## src/rtl/cgra_isa_pkg.sv

```systemverilog
// Shared ISA definitions for the CGRA lane: opcode fields, instruction classes,
// issue-controller states and the instruction classifier.
package cgra_isa_pkg;

  localparam logic [6:0] OP_VLE32  = 7'h07;
  localparam logic [6:0] OP_VSE32  = 7'h27;
  localparam logic [6:0] OP_VARITH = 7'h57;
  localparam logic [6:0] OP_BRANCH = 7'h63;
  localparam logic [6:0] OP_ADDI   = 7'h13;
  localparam logic [6:0] OP_LUI    = 7'h37;

  localparam logic [2:0] F3_VMACC    = 3'd0;
  localparam logic [2:0] F3_VMV      = 3'd5;
  localparam logic [2:0] F3_VSETIVLI = 3'd7;
  localparam logic [2:0] F3_BEQ      = 3'd0;
  localparam logic [2:0] F3_ADDI     = 3'd0;

  localparam logic [31:0] INSTR_ECALL = 32'h0000_0073;

  typedef enum logic [3:0] {
    IC_NOP,
    IC_SCALAR,
    IC_VSETIVLI,
    IC_BEQ,
    IC_ECALL,
    IC_VLE32,
    IC_VSE32,
    IC_VMACC,
    IC_VMV
  } iclass_e;

  typedef enum logic [2:0] {
    ST_IDLE,
    ST_FETCH,
    ST_DECODE,
    ST_EXEC,
    ST_VEXEC
  } state_e;

  // ecall is matched on the full word; any other 0x73 encoding is a NOP.
  function automatic iclass_e classify(input logic [31:0] instr);
    iclass_e c;
    c = IC_NOP;
    if (instr == INSTR_ECALL) begin
      c = IC_ECALL;
    end else begin
      case (instr[6:0])
        OP_LUI:    c = IC_SCALAR;
        OP_ADDI:   if (instr[14:12] == F3_ADDI) c = IC_SCALAR;
        OP_VLE32:  c = IC_VLE32;
        OP_VSE32:  c = IC_VSE32;
        OP_BRANCH: if (instr[14:12] == F3_BEQ) c = IC_BEQ;
        OP_VARITH: begin
          case (instr[14:12])
            F3_VMACC:    c = IC_VMACC;
            F3_VMV:      c = IC_VMV;
            F3_VSETIVLI: c = IC_VSETIVLI;
            default:     c = IC_NOP;
          endcase
        end
        default:   c = IC_NOP;
      endcase
    end
    return c;
  endfunction

endpackage

```

## src/rtl/cgra_branch_target.sv

```systemverilog
// Branch immediate extraction, sign extension and PC adders (target and pc+4).
// Arithmetic wraps modulo 2^PC_W.
module cgra_branch_target #(
  parameter int PC_W = 12
) (
  input  logic [PC_W-1:0] i_pc,
  input  logic [6:0]      i_imm_hi,   // instr[31:25]
  input  logic [4:0]      i_imm_lo,   // instr[11:7]
  output logic [PC_W-1:0] o_pc_plus4,
  output logic [PC_W-1:0] o_target
);

  logic signed [12:0] w_imm;

  assign w_imm      = {i_imm_hi[6], i_imm_lo[0], i_imm_hi[5:0], i_imm_lo[4:1], 1'b0};
  assign o_pc_plus4 = i_pc + PC_W'(4);
  assign o_target   = i_pc + PC_W'(32'(w_imm));

endmodule

```

## src/rtl/cgra_issue_ctrl.sv

```systemverilog
// Instruction sequencer for one CGRA lane: fetch/decode/exec of scalar ops,
// element-by-element vector issue with AXI-stream flow control, beq and ecall.
module cgra_issue_ctrl
  import cgra_isa_pkg::*;
#(
  parameter int PC_W         = 12,
  parameter int dwidth_inst  = 32,
  parameter int dwidth_RFadd = 12
) (
  input  logic                    clk,
  input  logic                    rst,
  input  logic                    start,
  input  logic [PC_W-1:0]         start_pc,
  output logic                    imem_en,
  output logic [PC_W-3:0]         imem_addr,
  input  logic [dwidth_inst-1:0]  imem_rdata,
  output logic [dwidth_inst-1:0]  instr,
  input  logic                    br_eq,
  output logic                    exec_scalar,
  output logic                    elem_fire,
  output logic [dwidth_RFadd-1:0] elem_idx,
  output logic [dwidth_RFadd-1:0] vlen,
  output logic                    s_tready,
  input  logic                    s_tvalid,
  output logic                    m_tvalid,
  input  logic                    m_tready,
  output logic [PC_W-1:0]         pc,
  output logic                    busy,
  output logic                    done,
  output state_e                  dbg_state
);

  state_e                  r_state;
  state_e                  w_next_state;
  logic [PC_W-1:0]         r_pc;
  logic [dwidth_inst-1:0]  r_instr;
  logic [dwidth_RFadd-1:0] r_vlen;
  logic [dwidth_RFadd-1:0] r_elem_idx;
  iclass_e                 w_class;
  logic [PC_W-1:0]         w_pc_plus4;
  logic [PC_W-1:0]         w_br_target;
  logic                    w_is_vec;
  logic                    w_vlen_zero;
  logic                    w_last_elem;
  logic                    w_unused;

  assign w_class     = classify(r_instr);
  assign w_is_vec    = (w_class == IC_VLE32) || (w_class == IC_VSE32) ||
                       (w_class == IC_VMACC) || (w_class == IC_VMV);
  assign w_vlen_zero = (r_vlen == '0);
  assign w_last_elem = (r_elem_idx == r_vlen - dwidth_RFadd'(1));
  assign w_unused    = &{1'b0, start_pc[1:0]};

  cgra_branch_target #(.PC_W(PC_W)) u_branch_target (
    .i_pc       (r_pc),
    .i_imm_hi   (r_instr[31:25]),
    .i_imm_lo   (r_instr[11:7]),
    .o_pc_plus4 (w_pc_plus4),
    .o_target   (w_br_target)
  );

  always_ff @(posedge clk) begin
    if (rst) r_state <= ST_IDLE;
    else     r_state <= w_next_state;
  end

  always_comb begin
    w_next_state = r_state;
    case (r_state)
      ST_IDLE:   if (start) w_next_state = ST_FETCH;
      ST_FETCH:  w_next_state = ST_DECODE;
      ST_DECODE: w_next_state = ST_EXEC;
      ST_EXEC: begin
        if (w_class == IC_ECALL)          w_next_state = ST_IDLE;
        else if (w_is_vec && !w_vlen_zero) w_next_state = ST_VEXEC;
        else                               w_next_state = ST_FETCH;
      end
      ST_VEXEC:  if (elem_fire && w_last_elem) w_next_state = ST_FETCH;
      default:   w_next_state = ST_IDLE;
    endcase
  end

  // Stream handshakes: a beat transfers on a cycle where valid && ready.
  // m_tvalid, once raised for a vse32 element, stays high until m_tready
  // accepts it; s_tready is offered only while a vle32/vmacc is in VEXEC.
  always_comb begin
    imem_en     = 1'b0;
    exec_scalar = 1'b0;
    done        = 1'b0;
    s_tready    = 1'b0;
    m_tvalid    = 1'b0;
    elem_fire   = 1'b0;
    case (r_state)
      ST_FETCH: imem_en = 1'b1;
      ST_EXEC: begin
        exec_scalar = (w_class == IC_SCALAR);
        done        = (w_class == IC_ECALL);
      end
      ST_VEXEC: begin
        case (w_class)
          IC_VLE32, IC_VMACC: begin
            s_tready  = 1'b1;
            elem_fire = s_tvalid;
          end
          IC_VSE32: begin
            m_tvalid  = 1'b1;
            elem_fire = m_tready;
          end
          IC_VMV:  elem_fire = 1'b1;
          default: elem_fire = 1'b0;
        endcase
      end
      default: ;
    endcase
  end

  always_ff @(posedge clk) begin
    if (rst) begin
      r_pc       <= '0;
      r_instr    <= '0;
      r_vlen     <= '0;
      r_elem_idx <= '0;
    end else begin
      case (r_state)
        ST_IDLE:   if (start) r_pc <= {start_pc[PC_W-1:2], 2'b00};
        ST_DECODE: r_instr <= imem_rdata;
        ST_EXEC: begin
          case (w_class)
            IC_ECALL: ;
            IC_VSETIVLI: begin
              r_vlen <= dwidth_RFadd'(r_instr[29:18]);
              r_pc   <= w_pc_plus4;
            end
            IC_BEQ:   r_pc <= br_eq ? w_br_target : w_pc_plus4;
            IC_VLE32, IC_VSE32, IC_VMACC, IC_VMV: begin
              if (w_vlen_zero) r_pc <= w_pc_plus4;
              else             r_elem_idx <= '0;
            end
            default:  r_pc <= w_pc_plus4;
          endcase
        end
        ST_VEXEC: begin
          if (elem_fire) begin
            if (w_last_elem) begin
              r_pc       <= w_pc_plus4;
              r_elem_idx <= '0;
            end else begin
              r_elem_idx <= r_elem_idx + dwidth_RFadd'(1);
            end
          end
        end
        default: ;
      endcase
    end
  end

  assign imem_addr = r_pc[PC_W-1:2];
  assign instr     = r_instr;
  assign pc        = r_pc;
  assign vlen      = r_vlen;
  assign elem_idx  = r_elem_idx;
  assign busy      = (r_state != ST_IDLE);
  assign dbg_state = r_state;

endmodule
```

## config.mk

```make
export PLATFORM = sky130hd
export DESIGN_NAME = cgra_issue_ctrl
export DESIGN_NICKNAME = d
export VERILOG_FILES = /design/src/rtl/cgra_isa_pkg.sv /design/src/rtl/cgra_branch_target.sv /design/src/rtl/cgra_issue_ctrl.sv
export SDC_FILE = /design/constraint.sdc
export NUM_CORES = 1
export LEC_CHECK = 0
export ABC_AREA = 1
export CAP_MARGIN = 20
export CORE_ASPECT_RATIO = 1.4
export CORE_MARGIN = 8
export CORE_UTILIZATION = 49
export CTS_BUF_LIST = sky130_fd_sc_hd__clkbuf_8
export DETAILED_ROUTE_END_ITERATION = 6
export HOLD_SLACK_MARGIN = 0.12
export PLACE_DENSITY = 0.83
export RECOVER_POWER = 100
export REMOVE_ABC_BUFFERS = 1
export SKIP_CTS_REPAIR_TIMING = 1
export SYNTH_ARGS = -nofsm -noshare
export SYNTH_HDL_FRONTEND = slang
export SYNTH_SLANG_ARGS = --single-unit
export TNS_END_PERCENT = 50
```

## constraint.sdc

```tcl
create_clock -name clk -period 2.6 [get_ports clk]
set_input_delay 0.39 -clock clk [delete_from_list [all_inputs] [get_ports clk]]
set_output_delay 0.39 -clock clk [all_outputs]
set_load 0.02 [all_outputs]
```

* After elaboration in Yosys (flattened, before gate mapping)
Cells that the tools add are included.
** Storage, ports and cells
- Bits in registers :: 71
- Input port bits :: 50
- Output and inout port bits :: 88
- Logic and storage cells :: 88
** Cells by class
- Add/sub/neg operators :: 4
- Eq/ne operators :: 30
- Mux-type cells :: 31
- Reduce and logical (&&, ||, !) cells :: 18
** Operators by type and width (count)
- 12-bit 2-to-1 mux :: 9
- 12-bit one-hot mux with 3 select lines :: 2
- 32-bit by 7-bit equality test with 1-bit output (second input constant) :: 1
- 12-bit one-hot mux with 2 select lines :: 1
- 4-bit one-hot mux with 6 select lines :: 1
- 4-bit by 3-bit equality test with 1-bit output (second input constant) :: 4
- 3-bit one-hot mux with 5 select lines :: 1
- 7-bit by 6-bit equality test with 1-bit output (second input constant) :: 2
- 7-bit equality test (second input constant) :: 2
- 2-bit != test (second input constant) :: 7
- 12-bit by 1-bit adder with 12-bit output (second input constant) :: 1
- 12-bit adder :: 1
- 12-bit by 3-bit adder with 12-bit output (second input constant) :: 1
- 12-bit equality test :: 1
- 12-bit zero test :: 1
- 3-bit 2-to-1 mux :: 4
- 4-bit one-hot mux with 3 select lines :: 1
- 12-bit by 1-bit subtractor with 12-bit output (second input constant) :: 1
- 3-bit equality test (second input constant) :: 3
- 1-bit 2-to-1 mux :: 9
- 4-bit by 2-bit equality test with 1-bit output (second input constant) :: 2
- 7-bit by 3-bit equality test with 1-bit output (second input constant) :: 1
- 7-bit by 5-bit equality test with 1-bit output (second input constant) :: 1
- 3-bit by 2-bit equality test with 1-bit output (second input constant) :: 2
- 18 further kinds :: 24

* Logic depth before layout (Yosys ltp)
- Depth in word-level cells :: 12
- Mapped depth :: 16
- Depth with buffers taken out :: 16

* Hierarchy
Synthesis repeated with hierarchy kept, for this count alone.
** Unflattened totals
- Cells, all modules :: 803
- Area total of the unflattened synthesis :: 4969.8 um^2
** Modules (own cells, without submodules)
- cgra_issue_ctrl :: instances 1, cells each 666, area each 4207.8 um^2
- cgra_branch_target :: instances 1, cells each 137, area each 762.0 um^2

* Worst setup path after synthesis
OpenSTA, ideal clock, no wires.
- Path type :: flip-flop to flip-flop
- Start point :: register r_vlen[0] (netlist: vlen[0])
- End point :: register r_pc[5] (netlist: pc[5])
- Library setup time :: 0.070 ns
- Data arrival time :: 2.024 ns
- Data required time :: 2.530 ns
- Setup slack :: 0.505 ns
- Stages on the path, launching flop included :: 14
- Buffers on the path :: 1
- Period minus slack after synthesis :: 2.095 ns
- Cells stage by stage :: dfxtp_1 > inv_1 > ha_1 > xnor2_1 > xor2_1 > nand3_1 > nor2_1 > nand3_2 > nand2_4 > nand3_2 > nor2_4 > buf_6 > nand2_1 > a21oi_1
** On the way
- Cells in the longest elaborated chain, start to end :: 4
** Ends and longest elaborated chain
- start, declared :: line cgra_issue_ctrl.sv:37 : logic [dwidth_RFadd-1:0] r_vlen;
- start signal, assigned :: line cgra_issue_ctrl.sv:131 : r_vlen <= dwidth_RFadd'(r_instr[29:18]);
- 12-bit by 1-bit subtractor with 12-bit output :: line cgra_issue_ctrl.sv:51 : assign w_last_elem = (r_elem_idx == r_vlen - dwidth_RFadd'(1));
- 12-bit equality test :: line cgra_issue_ctrl.sv:51
- 2-bit != test (no line)
- 6-bit AND reduction (no line) *
- end signal, assigned :: line cgra_issue_ctrl.sv:125 : ST_IDLE: if (start) r_pc <= {start_pc[PC_W-1:2], 2'b00};
- end signal, assigned :: line cgra_issue_ctrl.sv:132 : r_pc <= w_pc_plus4;
- end signal, assigned :: line cgra_issue_ctrl.sv:134 : IC_BEQ: r_pc <= br_eq ? w_br_target : w_pc_plus4;
- end, declared :: line cgra_issue_ctrl.sv:35 : logic [PC_W-1:0] r_pc;
Every way passes the cells marked *; elsewhere a longest branch is shown, timed or not.
A chain may end at the register's enable or synchronous reset.

* Worst setup path in the final report
- Start point :: register r_vlen[0] (netlist: vlen[0])
- End point :: register r_pc[2] (netlist: pc[2])
The elaborated chain is that of the path after synthesis.

==> summary.txt <==
Logic synthesis
  • Yosys warnings: 0
  • #FFs+latches synth: 70
  • Post-Synth Simple-Gate Area: 29.46%
  • Post-Syn Area per Cell: 6.635 µm²
  • Adder-Cell Fraction of Synth Area: 4.073%
  • Post-Synthesis Cell Area: 4486 µm²
  • Post-Syn Instances: 676
  • Seq/Total Area, Yosys: 31.24%
  • Multiplexer share of the synthesized area: 0%
  • Largest family of logic cells by synthesized area: simple AND/OR/NAND/NOR gates
  • Unique cell type count in the Yosys netlist: slightly above 40
  • Post-synthesis xor/xnor area fraction: about 5.7%
  • Synth Area in Compound Gates: 18.97%

Global route
  • Initial antenna violation count: 0
  • GRT overflow: 0
  • Vias in the first global route: 4867
  • Total track usage: 22.63%
  • First-pass GRT wire length: 23580 µm
  • Pin count of the biggest net entering global routing: 61

Timing
  • Fmax: 0.4141 GHz
  • Min Tclk post-route: 2.415 ns
  • Fin. max-slew vios: 0
  • Clock Skews: 0.01028 ns
  • Worst-margin pin slew: 0.9334 ns
  • Slew Limit Headroom: 37.77%
  • Final period util: 92.87%
  • Worst setup margin: 0.1853 ns
  • # setup viols final: 0
  • Fin. Hold Viols: 0

Place
  • Post-DP HPWL: 11300 µm
  • Placement Setup Slack: 0.1902 ns
  • Port Buffers: around 130
  • GP Congestion: 0.9367

Layout
  • Final net count: 873
  • Area Growth Syn to Fin: 36.49%
  • Number of diodes: 0
  • Layout cells sized above 1: 6.888%
  • Final core occ: 68.20%
  • Layout filler cell count: 795

Die
  • DIE WIDTH: 96.86 µm
  • Placeable core region: 8977 µm²
  • Die height: 129.2 µm
  • IO Pins: 138
  • FP Rows: 41
  • Initial Utilization: 49.97%
  • Die area: 12510 µm²

Detailed routing
  • Post-Route WL: 14500 µm
  • DRC: 0
  • Routed vias/inst: 5.470
  • First-pass DRT Iterations: 5
  • Initial DRC Count: 376
  • ANT nets after route: 0
  • Routed wire length per instance: ~16 µm
  • Vias post-DR: 5032

Worst setup path
  • CP max-delay cell: dfxtp_1
  • Critical path type: flop to flop
  • Path depth of the worst reg2reg path: 15
  • Startpoint Class: flop
  • Critical path capture point type: flop
  • Sum of buffers and inverters on the critical path: 2
  • Req. time, crit path: 2.89 ns
  • Slowest stage delay, CP: 0.32 ns
  • Worst Path Arrival: 2.70 ns
  • Crit path max-delay family: simple AND/OR/NAND/NOR gates
  • Cell Chain, Critical Path: inv_1, ha_1, nand3_2, nand2_1, nand2_1, nand2_1, nand3_1, nor2_1, nand3_1, nand2_4, nand3_2, nor2_4, buf_12, o21ai_0, nor2_1
  • Most used cell, CP: nand2_1
  • Worst-path maximum fanout: 12
  • WP depth: 15

Clock network
  • H-tree level count: 3
  • Clock root buffer: clkbuf_8
  • Worst-Skew Late Latency: about 0.36 ns
  • Number of CTS-inserted buffers: 9
  • Max clock buf depth: 2
  • CTS tree: built
  • Clk slew on worst S/H paths: 0.08 ns
  • Clock sinks: 70

Pwr
  • Total power: 5.655 mW
  • Maximum VDD drop: approximately 0.79 mV
  • P per Cell Area: roughly 900 nW/µm²
  • Leakage: 2.857 nW

Hold path
  • Hold Crit Depth: 2
  • Hold Crit Class: flop to flop

Status
  • Status: finished clean

Flow run
  • # Max-Cap Violations: 0
[cells in the mapped netlist, drive strengths merged]
library cell / instances / area share, %
or2: 2 / 0.28
clkinv: 2 / 0.17
a21oi: 68 / 7.6
xor2: 16 / 3.1
nor4: 3 / 0.42
ha: 13 / 3.6
dfxtp: 70 / 31
clkbuf: 15 / 1.3
inv: 80 / 6.7
nand3: 57 / 6.8
o211ai: 4 / 0.67
o21a: 2 / 0.33
nor3: 11 / 1.5
a22o: 1 / 0.20
fa: 1 / 0.45
xnor2: 13 / 2.5
nand2: 118 / 10
o31ai: 1 / 0.17
a211oi: 2 / 0.33
conb: 1 / 0.084
o21bai: 4 / 0.67
a31o: 1 / 0.20
o211a: 2 / 0.45
nand4: 18 / 2.6
a31oi: 2 / 0.28
o21ai: 71 / 7.9
nor2: 82 / 7.6
buf: 15 / 2.4
a21o: 1 / 0.17
[sequential cells by signal, indices dropped and copies added, names as in the netlist]
name and flops:
elem_idx 12, vlen 12, instr 32, pc 11
dbg_state 3
[cells in the final DEF, fill, tap and decap left out, types with 10 or more instances in the layout]
master	instances
xnor2_1	13
nand4_1	17
clkbuf_8	10
a21oi_1	68
buf_4	15
inv_1	79
nand2_1	114
o21ai_0	69
xor2_1	16
nor2_1	74
dfxtp_1	70
dlygate4sd3_1	82
ha_1	13
nand3_1	54
clkdlybuf4s50_1	47
[path summary, 6_finish.rpt]
kind | slack [ns] | endpoint | from
setup / recovery | 0.19 | pc[2] | vlen[0]
hold / removal | 0.47 | instr[26] | instr[26]
setup reg to reg | 0.19 | pc[2] | vlen[0]
hold reg to reg | 0.47 | instr[26] | instr[26]
[cells by family (layout without fill, tap and decap cells)]
kind of cell,after synthesis,count (layout)
buffers and inverters,112,249
other,1,1
adder cells (fa/ha/maj),14,14
XOR/XNOR,29,29
AND/OR/NAND/NOR,291,291
flip-flops,70,70
AO/OA/AOI/OAI,159,159
[area by class of cell]
class | instances | area (µm²) | area share [%]
well taps | 107 | 133.9 | 2.187
repair buffers | 152 | 1461 | 23.87
clock buffers | 10 | 137.6 | 2.248
clock inverters | 5 | 58.81 | 0.9606
multi-input cells | 494 | 2621 | 42.82
inverters | 82 | 307.8 | 5.028
flip-flops and latches | 70 | 1401 | 22.89
[routing by layer]
metal / wire length [µm] / vias to the layer above / share of wire [%] / track usage, %
li1: - / 2503 / - / -
met1: 5775 / 2300 / 40 / 24.59
met2: 7373 / 202 / 51 / 41.01
met3: 978 / 27 / 6.7 / 4.846
met4: 374 / 0 / 2.6 / 10.72
met5: 0 / - / 0 / 0
[per-stage QoR]
| step | area [µm²] | setup TNS, ns | hold slack, ns | instances |
|---|---|---|---|---|
| final | 6122 | 0 | 0.4699 | 920 |
| after global routing | 6122 | -0.002065 | 0.5071 | 920 |
| after CTS | 6121 | -0.4439 | 0.4740 | 919 |
| after detailed placement | 5924 | 0 | 0.4624 | 904 |
| after global placement | 5924 | 0 | 0.4586 | 904 |
| after floorplan | 4322 | 0 | 0.4591 | 646 |
[worst reg2reg max path: stages (launching register included)]
cell     delay [ns]
dfxtp_1        0.32
inv_1          0.18
ha_1           0.30
nand3_2        0.17
nand2_1        0.12
nand2_1        0.06
nand2_1        0.05
nand3_1        0.06
nor2_1         0.11
nand3_1        0.15
nand2_4        0.19
nand3_2        0.11
nor2_4         0.15
buf_12         0.15
o21ai_0        0.09
nor2_1         0.13
[power by group]
part           switching (mW)  leakage (nW)  internal [mW]
Combinational            1.84          2.19           1.22
Sequential              0.345         0.570           1.36
Clock                   0.431        0.0948          0.465
Power figures use the tool's default switching activity.
